## config.mk

```make
export PLATFORM = sky130hd
export DESIGN_NAME = fwd_hazard_unit_flat
export DESIGN_NICKNAME = d
export VERILOG_FILES = /design/src/rtl/fwd_hazard_if.sv /design/src/rtl/fwd_hazard_unit.sv /design/src/flat_wrapper.sv
export SDC_FILE = /design/constraint.sdc
export NUM_CORES = 1
export LEC_CHECK = 0
export CAP_MARGIN = 30
export CORE_UTILIZATION = 47
export CTS_BUF_LIST = sky130_fd_sc_hd__clkbuf_8
export CTS_CLUSTER_SIZE = 40
export DETAILED_ROUTE_END_ITERATION = 6
export PLACE_DENSITY_LB_ADDON = 0.25
export SLEW_MARGIN = 10
export SYNTH_ARGS = -nofsm -noshare
export SYNTH_HDL_FRONTEND = slang
export SYNTH_SLANG_ARGS = --single-unit
export TNS_END_PERCENT = 50
```

## constraint.sdc

```tcl
create_clock -name clk -period 2.55 [get_ports clk]
set_input_delay 0.255 -clock clk [delete_from_list [all_inputs] [get_ports clk]]
set_output_delay 0.255 -clock clk [all_outputs]
set_load 0.005 [all_outputs]
```

## src/rtl/fwd_hazard_if.sv

```systemverilog
// Decode-side bundle for fwd_hazard_unit: decode operands in, forwarding controls and stall out.
// With FWD_HAZ_PERF_EN defined, the stallCnt/fwdCnt counter outputs are added.
interface fwd_hazard_if #(
    parameter int unsigned REG_AW = 3
);
    logic              extStall;
    logic              flush;
    logic              idValid;
    logic [REG_AW-1:0] rsD;
    logic [REG_AW-1:0] rtD;
    logic              rsUsedD;
    logic              rtUsedD;
    logic              regWrtD;
    logic [REG_AW-1:0] wrtRegD;
    logic [1:0]        wbDataSelD;
    logic [5:0]        fwCntrlA;
    logic [5:0]        fwCntrlB;
    logic              stall;
`ifdef FWD_HAZ_PERF_EN
    logic [15:0]       stallCnt;
    logic [15:0]       fwdCnt;
`endif

    modport master (
        output extStall, flush, idValid, rsD, rtD, rsUsedD, rtUsedD, regWrtD, wrtRegD,
               wbDataSelD,
        input  fwCntrlA, fwCntrlB, stall
`ifdef FWD_HAZ_PERF_EN
        , input stallCnt, fwdCnt
`endif
    );

    modport slave (
        input  extStall, flush, idValid, rsD, rtD, rsUsedD, rtUsedD, regWrtD, wrtRegD,
               wbDataSelD,
        output fwCntrlA, fwCntrlB, stall
`ifdef FWD_HAZ_PERF_EN
        , output stallCnt, fwdCnt
`endif
    );
endinterface

```

## src/rtl/fwd_hazard_unit.sv

```systemverilog
// Tracks EX/MEM destinations, registers forwarding controls for the instruction entering EX,
// and raises a combinational load-use stall. FWD_HAZ_PERF_EN adds stall/forward counters.
module fwd_hazard_unit #(
    parameter int unsigned REG_AW = 3,
    parameter logic [1:0]  WB_MEM = 2'b01
) (
    input logic         clk,
    input logic         rst,
    fwd_hazard_if.slave hif
);
    logic              x_v_q, m_v_q;
    logic [REG_AW-1:0] x_reg_q, m_reg_q;
    logic [1:0]        x_sel_q, m_sel_q;
    logic [5:0]        fw_a_q, fw_b_q;
    logic [5:0]        fw_a_d, fw_b_d;
    logic              match_xa, match_xb, match_ma, match_mb;
    logic              stall, advance;

    always_comb begin
        match_xa = hif.idValid & hif.rsUsedD & x_v_q & (x_reg_q == hif.rsD);
        match_xb = hif.idValid & hif.rtUsedD & x_v_q & (x_reg_q == hif.rtD);
        match_ma = hif.idValid & hif.rsUsedD & m_v_q & (m_reg_q == hif.rsD);
        match_mb = hif.idValid & hif.rtUsedD & m_v_q & (m_reg_q == hif.rtD);

        stall   = hif.idValid & ~hif.flush & (match_xa | match_xb) & (x_sel_q == WB_MEM);
        advance = ~hif.extStall & ~hif.flush & ~stall;

        // EX holds the younger producer, so it takes priority over MEM.
        fw_a_d = 6'b000000;
        if (match_xa)      fw_a_d = {4'b0010, x_sel_q};
        else if (match_ma) fw_a_d = {4'b0011, m_sel_q};

        fw_b_d = 6'b000000;
        if (match_xb)      fw_b_d = {4'b0010, x_sel_q};
        else if (match_mb) fw_b_d = {4'b0011, m_sel_q};
    end

    always_ff @(posedge clk) begin
        if (rst) begin
            x_v_q   <= 1'b0;
            x_reg_q <= '0;
            x_sel_q <= 2'b00;
            m_v_q   <= 1'b0;
            m_reg_q <= '0;
            m_sel_q <= 2'b00;
            fw_a_q  <= 6'b000000;
            fw_b_q  <= 6'b000000;
        end else if (!hif.extStall) begin
            m_v_q   <= x_v_q;
            m_reg_q <= x_reg_q;
            m_sel_q <= x_sel_q;
            if (hif.flush || stall) begin
                x_v_q  <= 1'b0;
                fw_a_q <= 6'b000000;
                fw_b_q <= 6'b000000;
            end else begin
                x_v_q   <= hif.idValid & hif.regWrtD;
                x_reg_q <= hif.wrtRegD;
                x_sel_q <= hif.wbDataSelD;
                fw_a_q  <= fw_a_d;
                fw_b_q  <= fw_b_d;
            end
        end
    end

    assign hif.fwCntrlA = fw_a_q;
    assign hif.fwCntrlB = fw_b_q;
    assign hif.stall    = stall;

`ifdef FWD_HAZ_PERF_EN
    logic [15:0] stall_cnt_q, fwd_cnt_q;

    always_ff @(posedge clk) begin
        if (rst) begin
            stall_cnt_q <= 16'h0000;
            fwd_cnt_q   <= 16'h0000;
        end else begin
            if (stall && !hif.extStall && stall_cnt_q != 16'hFFFF) begin
                stall_cnt_q <= stall_cnt_q + 16'd1;
            end
            if (advance && (fw_a_d[3] || fw_b_d[3]) && fwd_cnt_q != 16'hFFFF) begin
                fwd_cnt_q <= fwd_cnt_q + 16'd1;
            end
        end
    end

    assign hif.stallCnt = stall_cnt_q;
    assign hif.fwdCnt   = fwd_cnt_q;
`else
    logic unused_advance;
    assign unused_advance = advance;
`endif
endmodule
```

## src/flat_wrapper.sv

```systemverilog
// flat-port wrapper written by rule: the top's interface ports become plain ports
module fwd_hazard_unit_flat 
#(
    parameter int unsigned REG_AW = 3,
    parameter logic [1:0]  WB_MEM = 2'b01
)
  (clk, rst, hif_extStall, hif_flush, hif_idValid, hif_rsD, hif_rtD, hif_rsUsedD, hif_rtUsedD, hif_regWrtD, hif_wrtRegD, hif_wbDataSelD, hif_fwCntrlA, hif_fwCntrlB, hif_stall);
  fwd_hazard_if #(.REG_AW(REG_AW)) hif_i ();
  input logic clk;
  input logic rst;
  input wire logic [$bits(hif_i.extStall)-1:0] hif_extStall;
  input wire logic [$bits(hif_i.flush)-1:0] hif_flush;
  input wire logic [$bits(hif_i.idValid)-1:0] hif_idValid;
  input wire logic [$bits(hif_i.rsD)-1:0] hif_rsD;
  input wire logic [$bits(hif_i.rtD)-1:0] hif_rtD;
  input wire logic [$bits(hif_i.rsUsedD)-1:0] hif_rsUsedD;
  input wire logic [$bits(hif_i.rtUsedD)-1:0] hif_rtUsedD;
  input wire logic [$bits(hif_i.regWrtD)-1:0] hif_regWrtD;
  input wire logic [$bits(hif_i.wrtRegD)-1:0] hif_wrtRegD;
  input wire logic [$bits(hif_i.wbDataSelD)-1:0] hif_wbDataSelD;
  output wire logic [$bits(hif_i.fwCntrlA)-1:0] hif_fwCntrlA;
  output wire logic [$bits(hif_i.fwCntrlB)-1:0] hif_fwCntrlB;
  output wire logic [$bits(hif_i.stall)-1:0] hif_stall;
  assign hif_i.extStall = hif_extStall;
  assign hif_i.flush = hif_flush;
  assign hif_i.idValid = hif_idValid;
  assign hif_i.rsD = hif_rsD;
  assign hif_i.rtD = hif_rtD;
  assign hif_i.rsUsedD = hif_rsUsedD;
  assign hif_i.rtUsedD = hif_rtUsedD;
  assign hif_i.regWrtD = hif_regWrtD;
  assign hif_i.wrtRegD = hif_wrtRegD;
  assign hif_i.wbDataSelD = hif_wbDataSelD;
  assign hif_fwCntrlA = hif_i.fwCntrlA;
  assign hif_fwCntrlB = hif_i.fwCntrlB;
  assign hif_stall = hif_i.stall;
  fwd_hazard_unit #(.REG_AW(REG_AW), .WB_MEM(WB_MEM)) u_core (.clk(clk), .rst(rst), .hif(hif_i));
endmodule
```

==> results.md <==
- The synthesized instance count is 124.
- The all-layer global routing usage is 20.9%.
- The count of standard-cell rows is 16.
- Input and output buffers added on the ports amount to 27.
- The mean instance size in the synthesized netlist is 8.31 um2.
- Of the total synthesized cell area, the portion taken by AND, OR, NAND and NOR gates is 20.4%.
- Yosys mapped the design onto 22 distinct sky130hd cell types.
- On the critical path the largest part of the delay comes from buffers and inverters.
- Of all flip-flops after synthesis, the portion carrying an async set or reset was 0%.
- The register bit total from synthesis is 20.
- Wires add up to 2260 um.
- The number of global-route vias before repair is 882.
- The proportion of netlist area held by the largest area contributor is 38.8%.
- The first-pass GRT wire length is 3800 um.
- The count of routing violations after the opening detailed-route iteration is 14.
- The post-CTS repair timing setup buffer count is 0.
- Sequential cells burn 52.5% of the power.
- The maximum number of buffers from clock root to sink is 2.
- Fill cells in the final layout number 170.
- The proportion of layout cells with a drive suffix above 1 is 12.7%.
- The peak per-stage delay on the critical path is 560 ps.
- In this run the static leakage power is 0.000593 uW.
- The number of routed nets with antenna violations is 0.
- The flow ran to the end, and the final reports show no timing, DRC or antenna violations.
- The number of iterations in the first detailed-routing pass is 4.
- In the synthesized netlist the dominant register cell turns out to be dfxtp_1.
- The power dissipated by switching net loads is 146 uW.
- Cell internal power was estimated by the tool at 475 uW.
- Compared with the post-synthesis result, the final layout area differs by 38.0%.
- The worst setup path is captured at an output port.
- The number of synthesis warnings is 0.
- The xor/xnor cell area share of the yosys netlist is 10.2%.
- The number of failing hold endpoints at the final stage is 0.
- In this run the most critical hold path is launched from u_core.hif.fwCntrlA[2].
- The number of cells on the worst reg-to-reg path is 6.
- The slew of the pin with the lowest slew margin is 550 ps.
- The post-route DRC violation count is 0.
- The net count reported at finish is 179.
- In this run the power density over the cells is 437 nW/um2.
- The average wire per cell in the routed design is 12.2 um.
- The floorplan step defined a die boundary enclosing 2380 um2.
- The CTS tree is built.
- The type of the tightest min-delay check is reg -> reg.
- The post-synthesis adder-cell area fraction is 0%.
- The critical path is of the in -> out type.
- The x dimension of the die is 48.8 um.
- The worst-case IR drop observed on VDD is 267 uV.
- The maximum level of the CTS H-tree is 1.
- The die is 48.8 um tall.
- Sequential cells were found to cover 38.8% of the synthesized design area.
- The required time reported for the critical path endpoint is 2300 ps.
- Multiplexer cells account for 8.74% of the synthesized area.
- The register-to-register setup slack is 340 ps.
- The worst endpoint data arrival time is 2080 ps.
- Dividing the final minimum period by the clock period gives 91.5%.
- The library cell with the highest instance count after synthesis is dfxtp_1.
- The number of vias per cell after detailed routing is 5.17.
- The path with the worst hold slack has its endpoint at u_core.hif.fwCntrlA[2].
- Once the floorplan was initialized, standard cells occupied 51.5% of the core.
- Clock-pin slew was measured on the worst setup and hold paths at 70 ps.
- The compound-cell area share of the yosys netlist is 13.3%.
- The number of pins with negative max-slew slack in the final report was 0.
- The number of antenna violations at the first check in global routing is 0.
- Max-cap violations in this run came to 0.
- At the end of routability-driven placement, the weighted congestion stood at 0.818.
- The hold path depth is 2.
- The time the worst path needs with I/O delays and setup is 2330 ps.
- The root buffer cell chosen for the clock tree is clkbuf_8.
- The switching share of power is 23.6%.
- After synthesis, the cell types taking the most area are dfxtp_1 39%, xor2_1 10%, mux2i_1 8.7%.
- In the synthesized netlist, the cells that appear most often are 20 x dfxtp_1, 16 x nand2_1, 12 x xor2_1, 11 x nor2_1.
- Entering global routing, the biggest net connects 18 pins.
- The main combinational cell family by area after synthesis is simple AND/OR/NAND/NOR gates.
- STA classifies the critical path startpoint as a primary input.
- In this run the critical register-to-register path is launched from u_core.x_reg_q[2].
- The number of enable-type register cells in the synthesized netlist is 0.
- The final count of negative-setup-slack endpoints is 0.
- The cell accounting for the most synthesized area is dfxtp_1.
- The design draws 621 uW.
- The clock network is responsible for 32.9% of the overall power.
- The overflow left after global routing is 0.
- Along the worst path, the maximum fanout reaches 2.
- The final clock skew is 3.09 ps.
- The share of total power dissipated in combinational logic is 14.6%.
- Setup repair after global routing left no endpoint under its margin.
- The detailed router placed 956 vias in this run.
- The buffer and inverter count on the worst path is 2.
- The number of diodes is 0.
- The core region is 2000 um2.
- The post-synthesis instance area is 1030 um2.
- The maximum achievable frequency is 429 MHz.
- The worst-path cell with the longest stage delay is or4_4.
- For the worst-skew pair, the clock arrives at the later sink with an insertion delay of 260 ps.
- The hold-fix buffer count after cts is 0.
- The total negative slack is 0 ps.
- The end of the worst register-to-register path is u_core.hif.fwCntrlA[3].
- Clock tree synthesis found a total of 20 sinks.
- The total clock buffers created by CTS is 3.
- The number of primary I/O pins is 32.
- The worst max-slew margin expressed relative to the limit is 63.0%.
- The signal on the critical path passes through clkdlybuf4s50_1 > xor2_1 > or4_4 > a2111oi_4 > dlygate4sd2_1.
cells by family (layout without fill, tap and decap cells):
kind of cell,count (synthesis),in the layout
compound gates,20,20
xor+xnor,12,12
other cells,1,4
mux,9,9
flops,20,20
buf+inv,17,48
simple gates,45,45
stage by stage:
step	hold slack [ps]	setup WS, ps	instance area [um2]	utilization [%]	std cells
2_1_floorplan	397	496	1040	-	127
3_5_place_dp	467	-130	1380	68.9	182
3_3_place_gp	455	-101	1380	68.9	182
4_1_cts	478	214	1420	71.1	185
5_1_grt	490	173	1420	71.1	185
6_report	475	218	1420	71.1	185
state kept, by name (all words and copies together) (netlist names):
name,count
u_core.m_reg_q,3
u_core.x_sel_q,2
u_core.hif.fwCntrlA,4
u_core.m_sel_q,2
u_core.x_v_q,1
u_core.x_reg_q,3
u_core.m_v_q,1
u_core.hif.fwCntrlB,4
layer usage:
layer	vias to the layer above	share of wire [%]	GRT usage [%]
met4	0	1.9	12.3
met1	438	43	22.9
met3	5	4.1	4.05
met5	-	0	0
li1	484	-	-
met2	29	51	37.3
power by group through the flow:
stage / Clock (uW) / Combinational [uW] / Sequential, uW
2_1_floorplan: 0 / 45.5 / 331
3_3_place_gp: 0 / 88.0 / 333
3_5_place_dp: 0 / 90.3 / 333
4_1_cts: 208 / 91.6 / 326
5_1_grt: 222 / 98.9 / 327
6_report: 204 / 90.8 / 326
timing repair:
action | 4_1_cts | 5_1_grt
setup endpoints to repair | 1 | 0
gates resized for setup | 2 | 0
endpoints found under the hold margin | 0 | 0
final cells by class:
class	count	area (um2)	share of cell area (%)
Tap cell	27	33.8	2.37
Sequential cell	20	400	28.1
Inverter	5	18.8	1.32
Clock buffer	3	41.3	2.90
Timing Repair Buffer	40	367	25.8
Multi-Input combinational cell	90	562	39.5
worst register-to-register path, delay by kind of cell (launching register included):
family | cells | cell delay (ps)
buf+inv | 1 | 180
flops | 1 | 360
simple gates | 2 | 850
compound gates | 2 | 510
xor+xnor | 1 | 170
cells in the final DEF, fill, tap and decap left out:
| cell | n |
|---|---|
| clkdlybuf4s50_1 | 26 |
| dfxtp_1 | 20 |
| nand2_1 | 16 |
| buf_4 | 13 |
| xor2_1 | 12 |
| nor2_1 | 11 |
| o22ai_1 | 9 |
| mux2i_1 | 9 |
| o21ai_0 | 8 |
| nand3_1 | 7 |
| inv_1 | 5 |
| and3_1 | 4 |
| conb_1 | 4 |
| clkbuf_8 | 3 |
| nor4_1 | 2 |
| or4_1 | 1 |
| or4_4 | 1 |
| a2111oi_4 | 1 |
| nand2b_1 | 1 |
| nor3_2 | 1 |
| nor3_1 | 1 |
| a31o_2 | 1 |
| a21oi_1 | 1 |
| dlygate4sd2_1 | 1 |
worst max-delay path by stage:
stage / start / endpoint / slack (ps) / depth (start not counted)
after detailed placement: hif_rsD[0] / hif_stall / -130 / 5
final: hif_rsD[2] / hif_stall / 220 / 5
after global placement: hif_rsD[2] / hif_stall / -100 / 5
after CTS: hif_rsD[2] / hif_stall / 210 / 5
after global routing: hif_rtD[1] / hif_stall / 170 / 5
after floorplan: u_core.x_reg_q[2] / u_core.x_sel_q[1] / 500 / 6
Note: power is estimated with default switching activity, not from simulation.
